`config.mk`:
```
export PLATFORM = sky130hd
export DESIGN_NAME = srio_pkt_chk_fifo
export DESIGN_NICKNAME = d
export VERILOG_FILES = /design/src/rtl/srio_pkt_chk_fifo.sv
export SDC_FILE = /design/constraint.sdc
export NUM_CORES = 1
export LEC_CHECK = 0
export CAP_MARGIN = 10
export CORE_MARGIN = 1
export CORE_UTILIZATION = 35
export DETAILED_ROUTE_END_ITERATION = 10
export GPL_TIMING_DRIVEN = 0
export PLACE_DENSITY = 0.5
export SLEW_MARGIN = 20
export SYNTH_ARGS = -nofsm -noshare
export SYNTH_HDL_FRONTEND = slang
export SYNTH_SLANG_ARGS = --single-unit
```
`constraint.sdc`:
```
create_clock -name log_clk -period 24.9 [get_ports log_clk]
set_input_delay 6.225 -clock log_clk [delete_from_list [all_inputs] [get_ports log_clk]]
set_output_delay 6.225 -clock log_clk [all_outputs]
set_load 0.01 [all_outputs]
```
`src/rtl/srio_pkt_chk_fifo.sv`:
```
// srio_pkt_chk_fifo: record FIFO with extra pointer MSB for full/empty; a push is accepted when full if a pop happens in the same cycle.
module srio_pkt_chk_fifo #(
    parameter int DEPTH = 8,
    parameter int W = 65
) (
    input  logic         log_clk,
    input  logic         log_rst,
    input  logic         push,
    input  logic [W-1:0] din,
    input  logic         pop,
    output logic         full,
    output logic         empty,
    output logic [W-1:0] dout
);
    localparam int AW = $clog2(DEPTH);

    logic [W-1:0] mem [DEPTH];
    logic [AW:0]  wp, rp;
    logic         we, re;

    assign empty = wp == rp;
    assign full  = (wp[AW] != rp[AW]) && (wp[AW-1:0] == rp[AW-1:0]);
    assign re    = pop && !empty;
    assign we    = push && (!full || re);
    assign dout  = empty ? '0 : mem[rp[AW-1:0]];

    // Pointer update; MSB distinguishes full from empty.
    always_ff @(posedge log_clk or posedge log_rst) begin
        if (log_rst) begin
            wp <= '0;
            rp <= '0;
        end else begin
            if (we) wp <= wp + 1'b1;
            if (re) rp <= rp + 1'b1;
        end
    end

    // Storage needs no reset: unread entries are masked by empty.
    always_ff @(posedge log_clk) begin
        if (we) mem[wp[AW-1:0]] <= din;
    end
endmodule

```
### After elaboration in Yosys (flattened, before gate mapping)

Memory sizes are Yosys's and may differ from the RTL's.
Index checks and enable logic that the tools add are counted.

* logic and storage cells: 17
* output and inout bits: 67
* RAM bits: 520
* bits in registers: 8
* memories kept: 1

* multiplexer cells: 3
* $add $sub $neg: 2
* reduce and logical (&&, ||, !) cells: 6
* equal/unequal tests: 3

Memories
* mem: depth 8, bits a word 65, read ports 1, clocked after memory_dff 0, write ports 1, line 17 `logic [W-1:0] mem [DEPTH];`

Operators with widths (count)
* $mux W65: 1
* $add A4 B1 Y4 const B: 2
* $eq A4 B4 Y1: 1
* $eq A3 B3 Y1: 1
* $logic_and A1 B1 Y1: 3
* $logic_not A1 Y1: 2
* $mux W1: 2
* $logic_or A1 B1 Y1: 1
* $ne A1 B1 Y1: 1

### Longest topological paths before layout

* depth in word-level cells: 7
* gate-level depth with buffers: 7
* mapped depth without buffers: 4

### Least setup slack after synthesis

Ideal clock, no wire load.

* path kind: input -> register
* start: input port pop
* end: memory mem[3][0] (enable)
* path buffers: 1
* stages: 3
* setup slack: 10.995 ns
* setup time: 0.671 ns
* data arrival time: 13.234 ns
* path through: buf_2 nor3_2 nor4b_1

* word-level cells in the longest chain between the ends: 5

RTL lines
* start: declaration: line 10 `input logic pop,`
* $logic_and A1 B1 Y1: line 23 `assign re = pop && !empty;`
* $logic_or A1 B1 Y1: line 24 `assign we = push && (!full || re);`
* $logic_and A1 B1 Y1: line 24
* $mux W1: line 40 `if (we) mem[wp[AW-1:0]] <= din;`
* $mux W1 (not written as such): line 40
* end: declaration: line 17

Every way passes these cells.

### Final worst setup path

* start: register rp[1]
* end: output port dout[25]

* word-level cells in the longest chain between the ends: 2

RTL lines
* start: declaration: line 18 `logic [AW:0] wp, rp;`
* start signal: assignment: line 34 `if (re) rp <= rp + 1'b1;`
* $mem_v2 Z8 W65 / $eq A4 B4 Y1 (equally long branches)
* $mux W65 (*): line 25 `assign dout = empty ? '0 : mem[rp[AW-1:0]];`
* end: declaration: line 13 `output logic [W-1:0] dout`

Every way passes the cells marked *; elsewhere a longest branch is shown, timed or not.

==> flow_summary.yaml <==
worst_hold_path:
  worst_hold_startpoint: "rp[3]"
  min_to: "rp[3]"
  hold_path_class: "reg2reg"
  min_path_cells: 2
setup_path:
  path_class: "reg2out"
  rr_worst_depth: 10
  worst_r2r_endpoint: "mem[0][37]"
  crit_required_ns: 18.67
  path_max_fanout: 10
  start_kind: "flip-flop"
  r2r_start: "wp[1]"
  crit_arrival_ns: 3.16
  worstSetupEndpointType: "primary output"
  r2r_slack_ns: 21.84
die:
  row_count: 87
  die_y_microns: 243
  die_w_microns: 243
  core-area_sq_mm: 0.0568
  num_io_pins: 136
  dieArea_sq_mm: 0.0589
  start_util: 0.357
sta:
  maxSlewViolCount: 0
  clock_skew_ns: 0.0260
  hold_viol_final: 0
  fmax_ghz: 0.107
  grt_setup_unrepaired: "no"
  slew_headroom: 0.311
  setup_violations: 0
  finalCritPeriodShare: 0.377
  period_minus_slack_ns: 9.38
  tightest_slew_ns: 1.03
  fin_hold_ws_ns: 0.596
  setup_tns_ns: 0
  setup_slack_ns: 15.52
finish:
  syn_to_final_growth_pct: 23.1
  finalNonFillerCells: 1962
  postLayoutCoreUtil: 0.440
  finalInstanceArea_sq_mm: 0.0250
  multi_input_area_sq_mm: 0.00421
  drive_gt1_frac: 0.283
  finalNetCount: 1230
  diodes: 0
  seqCellArea_sq_mm: 0.0158
  fillerInstances: 4989
grt:
  grt_pass1_vias: 10500
  grt_start_max_net_pins: 19
  antenna_found_initial: 4
  track_usage: 0.157
  overflow: 0
  grt_pass1_wl_microns: 68700
logic_synthesis:
  syn_avg_cell_area_sq_um: 23.0
  synthMuxAreaShare: 0.178
  ys_ff_latch: 528
  synth_top_family_by_area: "multiplexers"
  synth-simple-area-share: 0.0199
  synth_warnings: 0
  synth_top_area_frac: 0.770
  synth_compound_area_frac: 0.00210
  synth_xor_area_frac: 0.00419
  synth_cells: 883
  synth_seq_area_share: 0.779
  synth.largest_area_cell: "edfxtp_1"
  synth.net_count: 954
  synth_cell_types: 33
  synth_area_sq_mm: 0.0203
  synth_fa_ha_area_frac: 0.00123
  synthTopCellsByArea: "edfxtp_1 (77%), mux4_2 (14%), mux2i_1 (3.2%), nor2_1 (1.3%), dfrtp_1 (0.99%)"
job:
  max_cap_viol_count: 0
clocking:
  cts_made_buffers: 55
  htree_levels: 2
  cts_hold_buf: 0
  clk_latency_ns: 0.61
  cts_setup_buffers: 0
  cts.sinks: 528
  cts_tree: "yes"
  ctsLongestPathBuffers: 3
  cts_root_buf: "clkbuf_16"
  path_clk_slew_ns: 0.06
  cts_resized: 0
place:
  gp_congestion: 0.666
  place_inst: 1858
  dp_hpwl_microns: 31200
  place_ws_ns: 15.96
  placed_area_sq_mm: 0.0233
  portBuffers: 134
drt:
  wl_microns: 45200
  drt_first_pass_iters: 5
  drc: 0
  drtAntennaViolNets: 0
  drt_iter0_markers: 678
  viasPerCell: 4.90
  num_vias: 9613
  routedWlPerCell_microns: 23.1
power_and_ir_drop:
  p_leak_nw: 8.32
  power_density_mw_per_mm2: 122
  ir_drop_mv: 0.0634
  power_mw: 3.05
outcome:
  status: "complete, no violations"
[logic make-up (layout without fill, tap and decap cells)]
family | Yosys count | count (layout)
adder cells (fa/ha/maj) | 2 | 2
AND/OR/NAND/NOR | 92 | 92
XOR/XNOR | 8 | 8
multiplexers | 197 | 197
flip-flops | 528 | 528
buffers and inverters | 51 | 374
AO/OA/AOI/OAI | 5 | 5
[state kept, by name, summed over array words and instances, names as in the netlist]
name	flops
rp	4
wp	4
mem	520
[cells in the final DEF, fill, tap and decap left out, types with 4 or more instances in the layout]
master / synthesis / layout
edfxtp_1: 520 / 520
clkdlybuf4s50_1: 0 / 134
mux4_2: 130 / 130
nor2_1: 71 / 69
mux2i_1: 65 / 65
clkbuf_16: 0 / 55
buf_2: 27 / 49
buf_4: 0 / 48
clkinv_1: 0 / 20
buf_6: 12 / 19
clkbuf_1: 6 / 18
clkinv_2: 0 / 13
dfrtp_1: 8 / 8
xnor2_1: 5 / 5
nand2_1: 5 / 5
buf_1: 4 / 4
nor3_2: 1 / 4
buf_12: 0 / 4
[worst max-delay path, stage by stage, from the launching register on]
cell and delay (ns):
dfrtp_1 0.34, buf_2 0.22, clkbuf_1 0.68, mux4_2 0.41
mux2i_1 0.32, nor2_1 0.09, clkdlybuf4s50_1 0.50
[layout make-up]
type | instances | area share
plain buffers | 49 | 0.0123
clock buffers | 67 | 0.0569
clock inverters | 37 | 0.00891
inverters | 2 | 0.000300
multi-input cells | 304 | 0.168
flip-flops and latches | 528 | 0.633
well taps | 756 | 0.0379
repair buffers | 219 | 0.0823
[cell usage after synthesis (all sizes together)]
cell / count
and4: 1
buf: 43
clkbuf: 6
dfrtp: 8
edfxtp: 520
ha: 2
inv: 2
mux2: 2
mux2i: 65
mux4: 130
nand2: 5
nand2b: 2
nand3: 2
nand3b: 1
nand4: 2
nor2: 71
nor3: 4
nor4: 2
nor4b: 1
o21ai: 1
o311ai: 2
o31ai: 2
or4: 1
xnor2: 7
xor2: 1
[how the worst max path moves through the flow]
stage / start / to
final: rp[1] / dout[25]
after global routing: rp[1] / dout[25]
after CTS: rp[1] / dout[21]
after detailed placement: push / mem[0][38]
after global placement: push / mem[3][38]
after floorplan: pop / mem[3][0]
[routing by layer]
| metal | global-route usage | part of all wire | wire length, microns | up-vias |
|---|---|---|---|---|
| met4 | 0.0401 | 0.018 | 804 | 8 |
| met5 | 0 | 0.0012 | 53 | - |
| met3 | 0.0291 | 0.043 | 1940 | 65 |
| met1 | 0.220 | 0.45 | 20600 | 5090 |
| li1 | - | - | - | 4241 |
| met2 | 0.252 | 0.48 | 21900 | 209 |
[report_power, final]
group / internal [mW] / switching [mW] / leakage, nW
clock network: 0.417 / 0.337 / 0.812
logic: 0.575 / 0.580 / 2.70
registers: 1.12 / 0.0266 / 4.82
total: 2.11 / 0.944 / 8.32
Note: power is estimated with default switching activity, not from simulation.
==> RTL change 1 (same flow settings) <==
Change the parameter `W` from 65 to 130.
--- a/src/rtl/srio_pkt_chk_fifo.sv
+++ b/src/rtl/srio_pkt_chk_fifo.sv
@@ -3,3 +3,3 @@
     parameter int DEPTH = 8,
-    parameter int W = 65
+    parameter int W = 130
 ) (
Interface: changed (resized din and dout); port bits go from 136 to 266. No check against the original RTL was run, so the function may have changed too.
==> RTL change 1 against the original RTL <==
- area after synthesis up 97%
- worst setup slack worse by 0.72 ns
- cell area up 99%
- count of clock-buffer cells in the layout up 58
- wire length up 120%
- maximum frequency down 7.1%
- largest cell class unchanged
- utilization about the same
- sequential power up 99%
- sequential cell count up 520
- power up 100%
- first-iteration DRC count up 150%
==> RTL change 1: results (changes against the original RTL) <==
[worst_setup_path]
r2r-start=wp[1]$_DFFE_PP0P_
worstPathMaxFanout=11  ; +1
slowest_delay_ns=0.64  ; -0.04 ns
r2r_cells=13  ; +3
r2r-end=mem[1][50]$_DFFE_PP_

[routing]
vias=19000  ; +98%
drt-initial-drc-count=1669  ; +150%
wl_met2_um=49200  ; +120%
post_drt_wl_per_cell_um=25.3  ; +9.5%
wl_met3_um=5460  ; +180%

[synth]
yosysSeqAreaShare_pct=78.6  ; +0.67 points
synth_edf_count=1040  ; +100%
syn-num-nets=1841  ; +93%
ys_top_cells_by_area=edfxtp_1 (78%), mux4_2 (15%), mux2i_1 (3.3%)
synth_cell_types=33  ; unchanged
synth_common_cells=edfxtp_1 (1040), mux4_2 (260), nor2_1 (136)

[clock_network]
cts_made_buffers=107  ; +95%
insertion_delay_ns=0.68  ; +0.07 ns
h-tree-depth=3  ; +1

[placed_design]
place_hpwl_um=66400  ; +110%
place.gp.congestion=0.692  ; +3.9%
port_buffers=264  ; +97%

[sta]
fin_worst_skew_ns=0.0257  ; -0.000392 ns
holdWs_ns=0.627  ; +0.0307 ns
tightest_slew_ns=1.01  ; -0.0208 ns
setup_ws_ns=14.79  ; -0.722 ns

[grt]
grt_antenna_before_repair=16  ; +12
grt_first_pass_wirelength_um=141000  ; +110%
grt_pass1_vias=20500  ; +95%

[finish]
largest_reg_flops=1040  ; +100%
fillers=9689  ; +94%
final_net_count=2401  ; +95%

[power_and_ir_drop]
p_sw_mw=1.92  ; +100%
irDropWorstVdd_mv=0.0640  ; +0.94%

[run_status]
status=completed

-- RTL change 1: cell count changes in the layout (fill, tap and decap cells not counted), sizes merged, moves of 12 or more --
cell           delta
nor2             +65
mux4            +130
bufinv           +12
edfxtp          +520
mux2i            +65
buf             +138
clkbuf           +64
clkdlybuf4s50   +130
-- RTL change 1: power groups by stage --
stage,clock [mW],combinational [mW],sequential [mW]
CTS,1.64,2.42,2.27
global placement,0,2.29,2.51
floorplan,0,1.25,2.38
global route,1.69,2.51,2.28
detailed placement,0,2.40,2.31
finish,1.59,2.34,2.27
-- RTL change 1: per-stage QoR --
step                instance area, sq um  std cells  utilization [%]
floorplan                          40000       1705                -
CTS                                49600       3848             44.0
detailed placement                 46100       3656             40.9
finish                             49600       3856             44.0
global placement                   44500       3469             39.5
global route                       49600       3850             44.0
-- RTL change 1: layout make-up --
cell class                      instances  share of cell area, %
Antenna cell                            8                 0.0403
Buffer                                 91                   1.16
Clock buffer                          125                   5.62
Clock inverter                         67                   1.36
Inverter                                2                 0.0151
Multi-Input combinational cell        564                   16.2
Sequential cell                      1048                   63.3
Tap cell                             1500                   3.78
Timing Repair Buffer                  451                   8.52
-- RTL change 1: worst min-delay path, stage by stage, from the launching register on --
cell and delay, ns:
dfrtp_1 0.43, nand2_1 0.08, o311ai_1 0.08
-- RTL change 1: cells by family (layout without fill, tap and decap cells) --
logic type | after synthesis | count (layout) | synth area share (%)
adder cells (fa/ha/maj) | 2 | 2 | 0.0626
AO/OA/AOI/OAI | 5 | 5 | 0.106
multiplexers | 392 | 392 | 18.0
XOR/XNOR | 8 | 8 | 0.194
buffers and inverters | 93 | 736 | 1.46
other | 0 | 8 | 0
flip-flops | 1048 | 1048 | 78.6
AND/OR/NAND/NOR | 157 | 157 | 1.61
-- RTL change 1: how the worst max path moves through the flow --
| stage | cells past startpoint | end | start |
|---|---|---|---|
| after floorplan | 3 | mem[3][0]$_DFFE_PP_ | pop |
| after CTS | 7 | dout[100] | rp[1]$_DFFE_PP0P_ |
| after detailed placement | 11 | mem[1][49]$_DFFE_PP_ | push |
| after global routing | 7 | dout[100] | rp[1]$_DFFE_PP0P_ |
| final | 7 | dout[91] | rp[1]$_DFFE_PP0P_ |
| after global placement | 3 | mem[3][49]$_DFFE_PP_ | push |
-- RTL change 1: routing by layer --
layer	vias up	track usage, %
li1	8305	-
met1	10100	22.3
met2	451	28.6
met3	119	3.46
met4	22	4.30
met5	-	0
==> RTL change 2 (config.mk and constraints unchanged) <==
Made on the original files. Make the reset (`log_rst`) synchronous in one clocked block.
--- a/src/rtl/srio_pkt_chk_fifo.sv
+++ b/src/rtl/srio_pkt_chk_fifo.sv
@@ -27,3 +27,3 @@
     // Pointer update; MSB distinguishes full from empty.
-    always_ff @(posedge log_clk or posedge log_rst) begin
+    always_ff @(posedge log_clk) begin
         if (log_rst) begin
Behaviour: differs if log_rst is asserted again (counterexample within 4 cycles, from zero or initial values and one cycle with log_rst high); with log_rst held inactive, the same outputs for 4 cycles.
==> RTL change 2 against the original RTL <==
- synthesized cell count rose by 1.4%
- sequential cell count rose by 3
- area after synthesis rose by 0.49%
- wire length rose by 0.56%
- worst setup slack got worse by 0.27 ns
- cell area rose by 1.0%
- register-to-register slack barely moved
- critical path type unchanged
Power is not compared: it rests on default switching activity, and its combinational part moved more than twofold at a synthesized area within 25%.
==> RTL change 2: results (changes against the original RTL) <==
[run_status]
status=completed

[synth]
async_reset_ff_share_pct=0  ; -1.5 points
synth_cell_types=36  ; +9.1%
syn-num-nets=966  ; +1.3%
synth_common_cells=edfxtp_1 (520), mux4_2 (130), nor2_1 (72)
ys_top_cells_by_area=edfxtp_1 (77%), mux4_2 (14%), mux2i_1 (3.3%)
avgSynthCellArea_sq_um=22.8  ; -0.86%
yosysSeqAreaShare_pct=77.7  ; -0.28 points
synth_warnings=0  ; unchanged
synth_edf_count=520  ; unchanged

[hold_path]
hold_class=reg -> reg

[routing]
vias=9540  ; -0.76%
wl_met2_um=22200  ; +1.4%
finalWirelength_um=45500  ; +0.56%
vias_per_cell=4.86  ; -0.71%
drt-initial-drc-count=555  ; -18%
met1_length_um=20600  ; +0.11%
wl_met3_um=2020  ; +4.0%
dr.pass1.iters=4  ; -1

[finish]
antenna_cells=0  ; unchanged
drive_above_1_share_pct=26.4  ; -1.9 points
final_net_count=1227  ; -0.24%
fillers=4960  ; -0.58%
largest_reg_flops=520  ; unchanged

[grt]
grt_max_degree=20  ; +1
grt_pass1_vias=10200  ; -2.6%
grt_first_pass_wirelength_um=67700  ; -1.5%
grt_util_all_layers_pct=15.6  ; -0.069 points

[placed_design]
place_hpwl_um=29900  ; -4.0%
place.gp.congestion=0.656  ; -1.5%
place_ws_ns=15.79  ; -0.170 ns
placed_cell_area_sq_mm=0.0234  ; +0.42%
dp_cells=1864  ; +0.32%
port_buffers=135  ; +0.75%

[worst_setup_path]
worstPathMaxFanout=10  ; unchanged
crit_path_top_delay_cell=nor4_2
slowest_delay_ns=0.72  ; +0.04 ns
arrival_ns=3.43  ; +0.27 ns

[clock_network]
h-tree-depth=2  ; unchanged
cts_resized=0  ; unchanged
postCtsSetupRepairBufs=0  ; unchanged
cts_hold_buf=0  ; unchanged
insertion_delay_ns=0.59  ; -0.02 ns
cts_made_buffers=55  ; unchanged

[power_and_ir_drop]
total_power_mw=2.21
irDropWorstVdd_mv=0.0472
p_seq_share_pct=45.6
pg_clk_mw=0.826

[sta]
fin_worst_skew_ns=0.0160  ; -0.0101 ns
slew_headroom_pct=33.8  ; +2.7 points

[RTL change 2: cell types whose count changed in the layout (fill, tap and decap cells not counted), sizes merged, moves of 3 or more]
cell / unedited run / this run
xnor2: 7 / 3
xor2: 1 / 5
a21oi: 0 / 3
bufinv: 1 / 8
dfrtp: 8 / 0
buf: 128 / 107
o21ai: 1 / 4
clkinv: 35 / 18
clkbuf: 73 / 80
dfxtp: 0 / 11
[RTL change 2: final timing paths]
check                          start              endpoint  slack (ns)  depth (start not counted)
setup / recovery  wp[1]$_SDFFE_PP0P_              dout[28]       15.25                          7
hold / removal    rp[3]$_SDFFE_PP0P_    rp[3]$_SDFFE_PP0P_        0.52                          2
setup reg to reg  wp[0]$_SDFFE_PP0P_  mem[0][30]$_DFFE_PP_       21.84                         10
hold reg to reg   rp[3]$_SDFFE_PP0P_    rp[3]$_SDFFE_PP0P_        0.52                          2
[RTL change 2: logic make-up after synthesis]
kind of cell,synth area share (%)
DFF,77.7
muxes,17.8
and+or+nand+nor,1.92
buffers and inverters,1.50
AOI/OAI and AO/OA,0.503
xor gates and xnor gates,0.491
adders and majority gates,0.123
[RTL change 2: area by class of cell]
| type | instances | area, sq um | share of cell area [%] |
|---|---|---|---|
| Sequential cell | 531 | 15800 | 62.7 |
| Multi-Input combinational cell | 313 | 4300 | 17.0 |
| Inverter | 4 | 15.0 | 0.0595 |
| Buffer | 47 | 292 | 1.15 |
| Clock inverter | 26 | 323 | 1.28 |
| Tap cell | 765 | 957 | 3.79 |
| Timing Repair Buffer | 204 | 2040 | 8.10 |
| Clock buffer | 71 | 1480 | 5.86 |
[RTL change 2: routing by layer]
layer / track usage (%) / vias up
met4: 3.40 / 8
met5: 0 / -
met3: 3.38 / 68
met2: 25.7 / 171
met1: 21.3 / 5053
li1: - / 4240
